$ cat config.mk
export PLATFORM = sky130hd
export DESIGN_NAME = lcd_pixel_out
export DESIGN_NICKNAME = d
export VERILOG_FILES = /design/src/rtl/lcd_pixel_out.sv
export SDC_FILE = /design/constraint.sdc
export NUM_CORES = 1
export LEC_CHECK = 0
export ABC_AREA = 1
export ABC_CLOCK_PERIOD_IN_PS = 1400
export BUFFER_PORTS_ARGS = -buffer_cell sky130_fd_sc_hd__buf_2
export CAP_MARGIN = 20
export CORE_UTILIZATION = 53
export DETAILED_ROUTE_END_ITERATION = 6
export GPL_ROUTABILITY_DRIVEN = 0
export PLACE_DENSITY = 0.79
export SETUP_SLACK_MARGIN = 0.3
export SLEW_MARGIN = 0
export SYNTH_ARGS = -nofsm -noshare
export SYNTH_HDL_FRONTEND = slang
export SYNTH_SLANG_ARGS = --single-unit
export TNS_END_PERCENT = 50
$ cat constraint.sdc
create_clock -name clk -period 1.4 [get_ports clk]
set_input_delay 0.14 -clock clk [delete_from_list [all_inputs] [get_ports clk]]
set_output_delay 0.14 -clock clk [all_outputs]
set_load 0.01 [all_outputs]
$ cat src/rtl/lcd_pixel_out.sv
// lcd_pixel_out: parallel-RGB panel timing generator that drains a show-ahead
// FIFO of packed RGB565 pixel pairs and serialises them one pixel per clock.
// A missing word in the active area is replaced by UNDERFLOW_COLOR. The pixel
// position keeps advancing, so sync timing is never disturbed.
// Optional feature: define LCD_PIXEL_OUT_UFCNT_EN to add the saturating
// underflow_cnt[15:0] output that counts missed words.
module lcd_pixel_out #(
  parameter int          H_ACTIVE        = 480,
  parameter int          H_FP            = 8,
  parameter int          H_SYNC          = 4,
  parameter int          H_BP            = 43,
  parameter int          V_ACTIVE        = 272,
  parameter int          V_FP            = 4,
  parameter int          V_SYNC          = 4,
  parameter int          V_BP            = 12,
  parameter logic        HS_POL          = 1'b0,
  parameter logic        VS_POL          = 1'b0,
  parameter logic [15:0] UNDERFLOW_COLOR = 16'hF800
) (
  input  logic        clk,
  input  logic        rst_n,
  input  logic        en,
  input  logic [31:0] rd_data,
  input  logic        rd_vld,
  output logic        rd_en,
  input  logic        underflow_clr,
  output logic        lcd_hs,
  output logic        lcd_vs,
  output logic        lcd_de,
  output logic [15:0] lcd_rgb,
  output logic        frame_start,
  output logic        underflow
`ifdef LCD_PIXEL_OUT_UFCNT_EN
  ,
  output logic [15:0] underflow_cnt
`endif
);

  localparam int H_TOTAL = H_ACTIVE + H_FP + H_SYNC + H_BP;
  localparam int V_TOTAL = V_ACTIVE + V_FP + V_SYNC + V_BP;
  localparam int HW      = $clog2(H_TOTAL);
  localparam int VW      = $clog2(V_TOTAL);
  localparam logic [HW-1:0] H_LAST = HW'(H_TOTAL - 1);
  localparam logic [VW-1:0] V_LAST = VW'(V_TOTAL - 1);

  typedef enum logic {IDLE, RUN} state_e;

  state_e          state_q, state_d;
  logic [HW-1:0]   h_cnt_q, h_cnt_d;
  logic [VW-1:0]   v_cnt_q, v_cnt_d;

  logic            hs_q, hs_d;
  logic            vs_q, vs_d;
  logic            de_q, de_d;
  logic [15:0]     rgb_q, rgb_d;
  logic            fs_q, fs_d;
  logic [15:0]     hold_q, hold_d;
  logic            hold_ok_q, hold_ok_d;
  logic            underflow_q, underflow_d;

  logic            run;
  logic            active;
  logic            hs_act;
  logic            vs_act;
  logic            even_px;
  logic            miss;

  // Region decode straight from the registered counters.
  assign run     = (state_q == RUN);
  assign active  = (int'(h_cnt_q) < H_ACTIVE) && (int'(v_cnt_q) < V_ACTIVE);
  assign hs_act  = (int'(h_cnt_q) >= H_ACTIVE + H_FP) &&
                   (int'(h_cnt_q) <  H_ACTIVE + H_FP + H_SYNC);
  assign vs_act  = (int'(v_cnt_q) >= V_ACTIVE + V_FP) &&
                   (int'(v_cnt_q) <  V_ACTIVE + V_FP + V_SYNC);
  assign even_px = ~h_cnt_q[0];

  // A word is requested on every even active pixel. A request with an empty
  // FIFO is a missed word.
  assign rd_en = run & active & even_px;
  assign miss  = rd_en & ~rd_vld;

  // Next state and counters: run/stop decisions happen only at the frame wrap.
  always_comb begin
    state_d = state_q;
    h_cnt_d = h_cnt_q;
    v_cnt_d = v_cnt_q;
    case (state_q)
      IDLE: begin
        h_cnt_d = '0;
        v_cnt_d = '0;
        if (en) state_d = RUN;
      end
      RUN: begin
        if (h_cnt_q == H_LAST) begin
          h_cnt_d = '0;
          if (v_cnt_q == V_LAST) begin
            v_cnt_d = '0;
            if (!en) state_d = IDLE;
          end else begin
            v_cnt_d = v_cnt_q + VW'(1);
          end
        end else begin
          h_cnt_d = h_cnt_q + HW'(1);
        end
      end
      default: state_d = IDLE;
    endcase
  end

  // Next output values: sync, DE and pixel selection for the current position.
  always_comb begin
    hs_d      = ~HS_POL;
    vs_d      = ~VS_POL;
    de_d      = 1'b0;
    rgb_d     = 16'h0000;
    fs_d      = 1'b0;
    hold_d    = hold_q;
    hold_ok_d = hold_ok_q;
    if (run) begin
      if (hs_act) hs_d = HS_POL;
      if (vs_act) vs_d = VS_POL;
      fs_d = (h_cnt_q == '0) && (v_cnt_q == '0);
      if (active) begin
        de_d = 1'b1;
        if (even_px) begin
          if (rd_vld) begin
            rgb_d     = rd_data[15:0];
            hold_d    = rd_data[31:16];
            hold_ok_d = 1'b1;
          end else begin
            rgb_d     = UNDERFLOW_COLOR;
            hold_ok_d = 1'b0;
          end
        end else begin
          rgb_d = hold_ok_q ? hold_q : UNDERFLOW_COLOR;
        end
      end
    end
  end

  // Sticky underflow flag; a new miss beats a simultaneous clear.
  always_comb begin
    underflow_d = miss | (underflow_q & ~underflow_clr);
  end

  // State, counters, pixel hold and output registers.
  always_ff @(posedge clk) begin
    if (!rst_n) begin
      state_q     <= IDLE;
      h_cnt_q     <= '0;
      v_cnt_q     <= '0;
      hs_q        <= ~HS_POL;
      vs_q        <= ~VS_POL;
      de_q        <= 1'b0;
      rgb_q       <= 16'h0000;
      fs_q        <= 1'b0;
      hold_q      <= 16'h0000;
      hold_ok_q   <= 1'b0;
      underflow_q <= 1'b0;
    end else begin
      state_q     <= state_d;
      h_cnt_q     <= h_cnt_d;
      v_cnt_q     <= v_cnt_d;
      hs_q        <= hs_d;
      vs_q        <= vs_d;
      de_q        <= de_d;
      rgb_q       <= rgb_d;
      fs_q        <= fs_d;
      hold_q      <= hold_d;
      hold_ok_q   <= hold_ok_d;
      underflow_q <= underflow_d;
    end
  end

  assign lcd_hs      = hs_q;
  assign lcd_vs      = vs_q;
  assign lcd_de      = de_q;
  assign lcd_rgb     = rgb_q;
  assign frame_start = fs_q;
  assign underflow   = underflow_q;

`ifdef LCD_PIXEL_OUT_UFCNT_EN
  logic [15:0] uf_cnt_q, uf_cnt_d;

  // Missed-word counter: saturating; clear together with a miss leaves 1.
  always_comb begin
    uf_cnt_d = uf_cnt_q;
    if (underflow_clr) begin
      uf_cnt_d = miss ? 16'd1 : 16'd0;
    end else if (miss && (uf_cnt_q != 16'hFFFF)) begin
      uf_cnt_d = uf_cnt_q + 16'd1;
    end
  end

  // Missed-word counter register.
  always_ff @(posedge clk) begin
    if (!rst_n) uf_cnt_q <= 16'h0000;
    else        uf_cnt_q <= uf_cnt_d;
  end

  assign underflow_cnt = uf_cnt_q;
`endif

endmodule

# == Word level (Yosys, flattened, before mapping) ==
# Cells that the tools add are included.
# Widths: inputs -> output; s select.
# word_totals
ff_bits,58
in_bits,37
output_inout_bits,22
elab_cells,57
# classes
n_addsub,2
n_lt_le_gt_ge,6
eq_ne,3
mux,16
n_bitwise,9
reduce_logical,10
# op_table
op,n
$mux 16,3
$lt 10x9->1 const B,2
$pmux 10 s2,1
$lt 9x9->1 const B,2
$mux 9,2
$pmux 9 s2,1
$add 10x1->10 const B,1
$eq 10x10->1 const B,1
$ge 10x9->1 const B,1
$logic_not 10->1,1
$mux 10,1
$add 9x1->9 const B,1
$eq 9x9->1 const B,1
$ge 9x9->1 const B,1
$logic_not 9->1,1
$mux 1,7
$reduce_and 3->1,2
$and 1x1->1,4
$logic_and 1x1->1,4
$not 1->1,4
$reduce_and 4->1,1
$ne 2x1->1 const B,1
$pmux 1 s2,1
$reduce_and 2->1,1
$or 1x1->1,1

# == Logic depth before layout (Yosys ltp) ==
# Gate-level depths: netlist (run 1).
# logic_depth
word_depth,6
ltp_mapped,10
ltp_nobuf,10

# == Least setup slack after synthesis (run 1) ==
# Ideal clock, no wire load.
# synth_timing
path_kind,register to register
start,register h_cnt_q[0]
end,register v_cnt_q[8]
setup_time_ns,0.115
arrival_ns,1.189
required_ns,1.285
setup_slack_ns,0.096
stages_incl_launch_ff,10
n_path_buf,1
period_less_slack_ns,1.304
path_cell_list,dfxtp_1 inv_2 ha_1 nand3_1 nor2_1 nand2_2 nand2_2 buf_6 a21oi_1 nor2_1
# synth_via
elab_chain_cells,2
# synth_lines
element,line_no,text
from (decl),49,"logic [HW-1:0] h_cnt_q, h_cnt_d;"
from (signal assigned),162,h_cnt_q <= h_cnt_d;
$eq 10x10->1,94,if (h_cnt_q == H_LAST) begin
$ne 2x1->1 (no source line),-,
to (signal assigned),163,v_cnt_q <= v_cnt_d;
to (decl),50,"logic [VW-1:0] v_cnt_q, v_cnt_d;"
# No other way between the ends.
# A chain may end at the register's enable or synchronous reset.

# == Worst setup path in the final report (run 1) ==
# layout_timing
start,register h_cnt_q[8]
end,register hold_ok_q
# layout_via
elab_chain_cells,3
# layout_lines
element,line_no,text
$lt 10x9->1,70,assign active = (int'(h_cnt_q) < H_ACTIVE) && (int'(v_cnt_q) < V_ACTIVE);
$logic_and 1x1->1,70,
$reduce_and 3->1 (no source line),-,
to (signal assigned),170,hold_ok_q <= hold_ok_d;
to (decl),58,"logic hold_ok_q, hold_ok_d;"
# No other way between the ends.

==> qor.yml, run 1 <==
status: "complete, but fails checks"
violations: "negative setup slack"
fp.dieW_microns: 71.8
busiest_layer: "met2"
hold-path-cell-count: 3
p_per_area_nw_per_um2: 1030
grtUsageTotal_pct: 30.5
tightest_slew_ns: 0.411
instances_no_fill: 520
rows: 25
dp_hpwl_microns: 3960
grt_use_met2_pct: 50.4
critPathSlowestCell: "dfxtp_2"
min_path_type: "input pin to flip-flop"
synth_top_area_share_pct: 45.0
layout-drive-gt1-share_pct: 53.2
clk_pin_slew_worst_paths_ns: 0.08
rr_endpoint: "hold_ok_q"
cts_root_buf: "clkbuf_8"
syn_to_final_growth_pct: 56.5
synth_edf_count: 0
path_cells: "nand2_2 > nor2_4 > nor2_4 > nand3_2 > buf_4 > buf_4 > buf_4 > nand2_1 > a21oi_1"
whs_ns: 0.0115
reg2regPathDepth: 9
synth_top_cell_by_area: "dfxtp_1"
ys_warn_count: 0
met1_usage_pct: 36.7
avgViaCountPerCell: 5.65
grt_max_degree: 25
boundaryPins: 59
clk_path_buf_depth: 2
ys_seq_area_share_pct: 45.0
antenna_found_initial: 0
required_ns: 1.62
dp_slack_ns: 0.0329
dieArea_sq_um: 5150
synthDistinctLibCells: 29
post-route-period-util_pct: 106
cts_made_buffers: 9
cts_sinks: 58
power_mw: 4.16
stdcell_area_sq_um: 4040
async_flop_share_pct: 0
syn_nets: 400
synth_commonest_cells: "nand2_1 (80), nor2_1 (73), dfxtp_1 (58), inv_1 (48), nand3_1 (20)"
grt_pass1_vias: 2553
worstSkewPairLatency_ns: 0.34
min_from: "rd_data[22]"
yosysMostFrequentCell: "nand2_1"
r2r_start: "h_cnt_q[8]"
fin_tns_setup_ns: -0.500
setup_viol: 10
n_antenna_cell: 0
ctsHtreeMaxLevel: 3
hold_buffers: 0
maxCapViolCount: 0
final_nets: 503
ant_nets: 0
drc: 0
ys.flop_type: "dfxtp_1"
port-buffer-count: 58
coreArea_sq_um: 4690
grt_pass1_wl_microns: 12000
arrival_ns: 1.71
tritoncts: "yes"
num_vias: 2936
ys_ff_latch: 58
clock.fmax_ghz: 0.671
dr.first_iter.drc_count: 289
critPathMaxStageDelay_ns: 0.35
finalHoldViolCount: 0
syn_avg_cell_area_sq_um: 7.21
initial_core_util_pct: 55.0
synthTopCellsByArea: "dfxtp_1 (45%), nand2_1 (12%), nor2_1 (11%)"
min_to: "hold_q[6]"
peakVddDrop_mv: 0.806
cp-start-kind: "flip-flop"
synth_area_sq_um: 2580
final_util_pct: 86.1
drtPass1Iterations: 6
critPathMaxFanout: 2
timing.final.ws_setup_ns: -0.0905
r2r_setup_slack_ns: -0.09
path_class: "flip-flop to flip-flop"
die_h_microns: 71.8
rsz0062_at_grt: "yes"
cp_common_cell: "buf_4"
fin_crit_ns: 1.49
use_met3_pct: 7.31
overflow: 0
clock_skew_ns: 0.0107
postSynthCellCount: 358
drv_slew: 0
routed_wl_microns: 9390
p_leak_nw: 1.89
place_area_sq_um: 3040
wl_per_cell_microns: 18.1
worstSetupEndpointType: "flip-flop"
dpl.cell_count: 472
relSlewSlack_pct: 72.5
[metal layers]
layer  vias up  part of all wire, %
met2       211                   47
met1      1349                   40
met4         0                  4.9
met3        49                  8.1
met5         -                    0
li1       1327                    -
[logic make-up after synthesis]
group | count (synthesis) | share of synthesized area, %
buf+inv | 63 | 11.2
fa+ha+maj | 5 | 2.42
simple gates | 195 | 32.4
xor+xnor | 2 | 0.679
compound gates | 35 | 8.29
flops | 58 | 45.0
[state kept, by name (all words and copies together), names as in the netlist]
register	count
underflow	1
lcd_hs	1
lcd_rgb	16
hold_q	16
run	1
v_cnt_q	9
lcd_de	1
hold_ok_q	1
h_cnt_q	10
frame_start	1
lcd_vs	1
[layout by cell type, fill, tap and decap left out, types with 2 or more instances in the layout]
| cell type | Yosys | routed |
|---|---|---|
| buf_2 | 5 | 57 |
| nand2_1 | 80 | 52 |
| dfxtp_1 | 58 | 42 |
| nor2_1 | 73 | 41 |
| inv_1 | 48 | 39 |
| buf_4 | 2 | 27 |
| nand2_2 | 8 | 25 |
| nor2_2 | 1 | 23 |
| nand3_1 | 20 | 13 |
| nor2_4 | 2 | 12 |
| dfxtp_2 | 0 | 11 |
| buf_6 | 5 | 11 |
| nand2_4 | 0 | 10 |
| clkbuf_8 | 0 | 10 |
| a22oi_1 | 11 | 9 |
| inv_2 | 3 | 8 |
| a21oi_2 | 0 | 7 |
| nand3_4 | 1 | 5 |
| o22ai_1 | 6 | 5 |
| dfxtp_4 | 0 | 5 |
| nand3_2 | 1 | 4 |
| clkinvlp_4 | 0 | 4 |
| a21oi_1 | 11 | 4 |
| inv_4 | 0 | 3 |
| o21ai_1 | 1 | 3 |
| nand4_1 | 3 | 3 |
| ha_4 | 0 | 3 |
| buf_12 | 0 | 3 |
| nand2_8 | 0 | 2 |
| o21ai_2 | 0 | 2 |
| a22oi_2 | 0 | 2 |
| nor3b_2 | 0 | 2 |
| ha_1 | 5 | 2 |
| clkbuf_16 | 0 | 2 |
| buf_16 | 0 | 2 |
[what timing repair did]
item / 4_1_cts / 5_1_grt
setup buffers: 22 / 4
gates resized for setup: 66 / 85
setup endpoints to repair: 57 / 58
gates cloned: 3 / 3
pin swaps: 25 / 34
[power by group]
group          switching [mW]  internal [mW]  leakage [nW]
Clock                   0.749          0.869        0.0945
Combinational           0.431          0.337          1.31
Sequential             0.0503           1.73         0.483
[worst max-delay path: cells and delay by family, from the launching register on]
kind | cells | cell delay (ns)
buf+inv | 3 | 0.41
compound gates | 1 | 0.07
simple gates | 5 | 0.54
flops | 1 | 0.35
[area by class of cell]
cell class                 count  area, sq um
clock buffer                  10          138
inverter                      51          203
tap                           54         67.6
timing repair inverter         1         5.00
multi-input combinational    238         1590
clock inverter                 6         66.3
fill                         215          653
timing repair buffer         102          777
sequential                    58         1190
[worst max-delay path by stage]
stage / to / from / slack (ns) / depth (start not counted)
2_1_floorplan: v_cnt_q[0] / h_cnt_q[0] / 0.16 / 10
3_3_place_gp: v_cnt_q[0] / h_cnt_q[1] / 0.09 / 8
3_5_place_dp: v_cnt_q[0] / h_cnt_q[1] / 0.03 / 8
4_1_cts: hold_q[11] / v_cnt_q[4] / 0.05 / 9
5_1_grt: hold_q[0] / h_cnt_q[8] / -0.13 / 8
6_report: hold_ok_q / h_cnt_q[8] / -0.09 / 9
Note: power is estimated with default switching activity, not from simulation.
==> run 2: changes to the inputs <==
--- a/config.mk
+++ b/config.mk
@@ -7,12 +7,12 @@
 export LEC_CHECK = 0
 export ABC_AREA = 1
 export ABC_CLOCK_PERIOD_IN_PS = 1400
-export BUFFER_PORTS_ARGS = -buffer_cell sky130_fd_sc_hd__buf_2
 export CAP_MARGIN = 20
-export CORE_UTILIZATION = 53
+export CORE_UTILIZATION = 55
 export DETAILED_ROUTE_END_ITERATION = 6
+export DONT_BUFFER_PORTS = 1
 export GPL_ROUTABILITY_DRIVEN = 0
-export PLACE_DENSITY = 0.79
+export PLACE_DENSITY = 0.7
 export SETUP_SLACK_MARGIN = 0.3
 export SLEW_MARGIN = 0
 export SYNTH_ARGS = -nofsm -noshare
==> run 2 against run 1 <==
  * The run ends with design-rule violations, negative setup slack left
  * Clock-buffer cell count grew 2
  * Via count fell by 10%
  * Non-clock buffer count down 44
  * Fmax rose by 2.1%
  * Worst hold slack worse by 0.0036 ns
  * Clock power increased by 35%
  * Highest routed layer unchanged
  * First-iteration DRC count down 34%
  * Combinational power down 21%
  * Cell area fell by 6.0%
  * Flip-flop and latch count unchanged
  * Clock skew fell by 0.0047 ns
  * Sequential power hardly changed
==> qor.yml, run 2 (synthesized netlist as in run 1, its figures left out) <==
p_per_area_nw_per_um2: 1210  # +17%
p_sw_mw: 1.07  # -13%
wl_per_cell_microns: 17.1  # -5.1%
multiInputGateArea_sq_um: 1420  # -11%
grt_max_degree: 21  # -16%
finalHoldViolCount: 0  # unchanged
routed_wl_microns: 8110  # -14%
coreArea_sq_um: 4440  # -5.3%
power_mw: 4.59  # +10%
path_class: "flip-flop to flip-flop"
port-buffer-count: 0  # -100%
tightest_slew_ns: 0.816  # +0.405 ns
min_from: "rst_n"
relSlewSlack_pct: 45.4  # -27 points
whs_ns: 0.00790  # -0.00364 ns
clk_pin_slew_worst_paths_ns: 0.07  # about the same
routed.top_layer: "met4"
syn_to_final_growth_pct: 47.2
avgViaCountPerCell: 5.58  # -1.2%
arrival_ns: 1.73  # +0.02 ns
drc: 10  # +10
worstSkewPairLatency_ns: 0.34  # about the same
power_frac_clock_pct: 47.6  # +8.7 points
drtPass1Iterations: 7  # +1
dp_slack_ns: -0.00514  # -0.0380 ns
final_util_pct: 85.4  # -0.64 points
clock_skew_ns: 0.00598  # -0.00467 ns
crit_path_start: "v_cnt_q[4]"
timing.final.ws_setup_ns: -0.0598  # +0.0307 ns
maxCapViolCount: 0  # unchanged
r2r_setup_slack_ns: -0.06  # +0.03 ns
die_h_microns: 70.5  # -1.8%
dieArea_sq_um: 4970  # -3.5%
tritoncts: "yes"
num_vias: 2638  # -10%
ant_nets: 0  # unchanged
fp.dieW_microns: 70.5  # -1.8%
dp_hpwl_microns: 3580  # -9.7%
initial_core_util_pct: 58.1  # +3.1 points
switching_share_pct: 23.4  # -6.2 points
clk_path_buf_depth: 2  # unchanged
critPathMaxFanout: 14  # +12
grt_pass1_vias: 2389  # -6.4%
required_ns: 1.67  # +0.05 ns
drv_slew: 0  # unchanged
p_leak_nw: 1.68  # -11%
layout-drive-gt1-share_pct: 30.9  # -22 points
grt_pass1_wl_microns: 10700  # -11%
worstSetupEndpointType: "flip-flop"
status: "complete, but fails checks"
wl_met1_microns: 3050  # -19%
cts_sinks: 58  # unchanged
dr.first_iter.drc_count: 190  # -34%
post-route-period-util_pct: 104  # -2.2 points
layout_common_cells: "nor2_1 (60), nand2_1 (60), inv_1 (44)"
boundaryPins: 59  # unchanged
grtUsageTotal_pct: 28.2  # -2.3 points
rows: 24  # -4.0%
cts_made_buffers: 9  # unchanged
final_nets: 458  # -8.9%
rr_endpoint: "hold_q[13]"
peakVddDrop_mv: 0.715  # -11%
met2_wirelength_microns: 4150  # -6.3%
setup_viol: 2  # -8
seq_area_sq_um: 1190  # -0.31%
endpoint: "hold_q[13]"
combinationalPowerShare_pct: 13.2  # -5.2 points
dr_wl_met3_microns: 626  # -18%
n_antenna_cell: 0  # unchanged
cts_root_buf: "clkbuf_8"
ctsHtreeMaxLevel: 3  # unchanged
p_seq_share_pct: 39.2  # -3.5 points
rsz0062_at_grt: "yes"
overflow: 0  # unchanged
violations: "design-rule violations, negative setup slack"
fillers: 218  # +1.4%
fin_crit_ns: 1.46  # -0.0307 ns
r2r_start: "v_cnt_q[4]"
p_int_mw: 3.52  # +20%
cp-start-kind: "flip-flop"
antenna_found_initial: 0  # unchanged
reg2regPathDepth: 9  # unchanged
min_path_type: "input pin to flip-flop"
clock.fmax_ghz: 0.685  # +2.1%
[run 2: how the worst min path moves through the flow]
stage,to,cells after the start
after floorplan,hold_q[0],2
after global placement,v_cnt_q[4],2
after detailed placement,v_cnt_q[4],2
after CTS,v_cnt_q[1],2
after global routing,v_cnt_q[1],2
final,v_cnt_q[1],2
[run 2: repair_timing]
item                                    in CTS  in global routing
buffers inserted                             6                  5
hold buffers                                37                  0
endpoints found under the setup margin      56                 57
hold endpoints to repair                    39                  0
cloned                                       1                  3
resized for setup                           28                 59
pin swaps                                    3                 22
[run 2: routing by layer]
metal / global-route usage (%) / up-vias
li1: - / 1236
met1: 30.4 / 1223
met2: 49.2 / 148
met3: 10.7 / 31
met4: 11.8 / 0
met5: 0 / -
[run 2: metrics by stage]
step / instance area (sq um) / TNS [ns] / cells
2_1_floorplan: 2630 / 0 / 358
3_3_place_gp: 2710 / 0 / 405
3_5_place_dp: 2710 / -0.00514 / 405
4_1_cts: 3500 / 0 / 465
5_1_grt: 3800 / -0.579 / 473
6_report: 3800 / -0.0774 / 473
[run 2: power by group through the flow]
stage	logic [mW]	registers [mW]	clock network, mW
after floorplan	0.295	1.82	0
after global placement	0.345	1.83	0
after detailed placement	0.352	1.83	0
after CTS	0.464	1.80	2.19
after global routing	0.651	1.81	2.29
final	0.605	1.80	2.19
[run 2: worst max-delay path, cell delays in order, from the launching register on]
cell,delay [ns]
dfxtp_4,0.37
nand2_4,0.10
nand2_4,0.05
nor2_4,0.11
buf_6,0.12
nand3_4,0.13
buf_12,0.19
nand2_1,0.08
nand2_1,0.06
nor2_1,0.16
[run 2: area by class of cell]
type	count	area share, %
tap	52	1.71
inverter	51	5.17
sequential	58	31.3
clock buffer	12	4.35
clock inverter	4	3.16
multi-input combinational	238	37.4
timing repair buffer	58	16.9
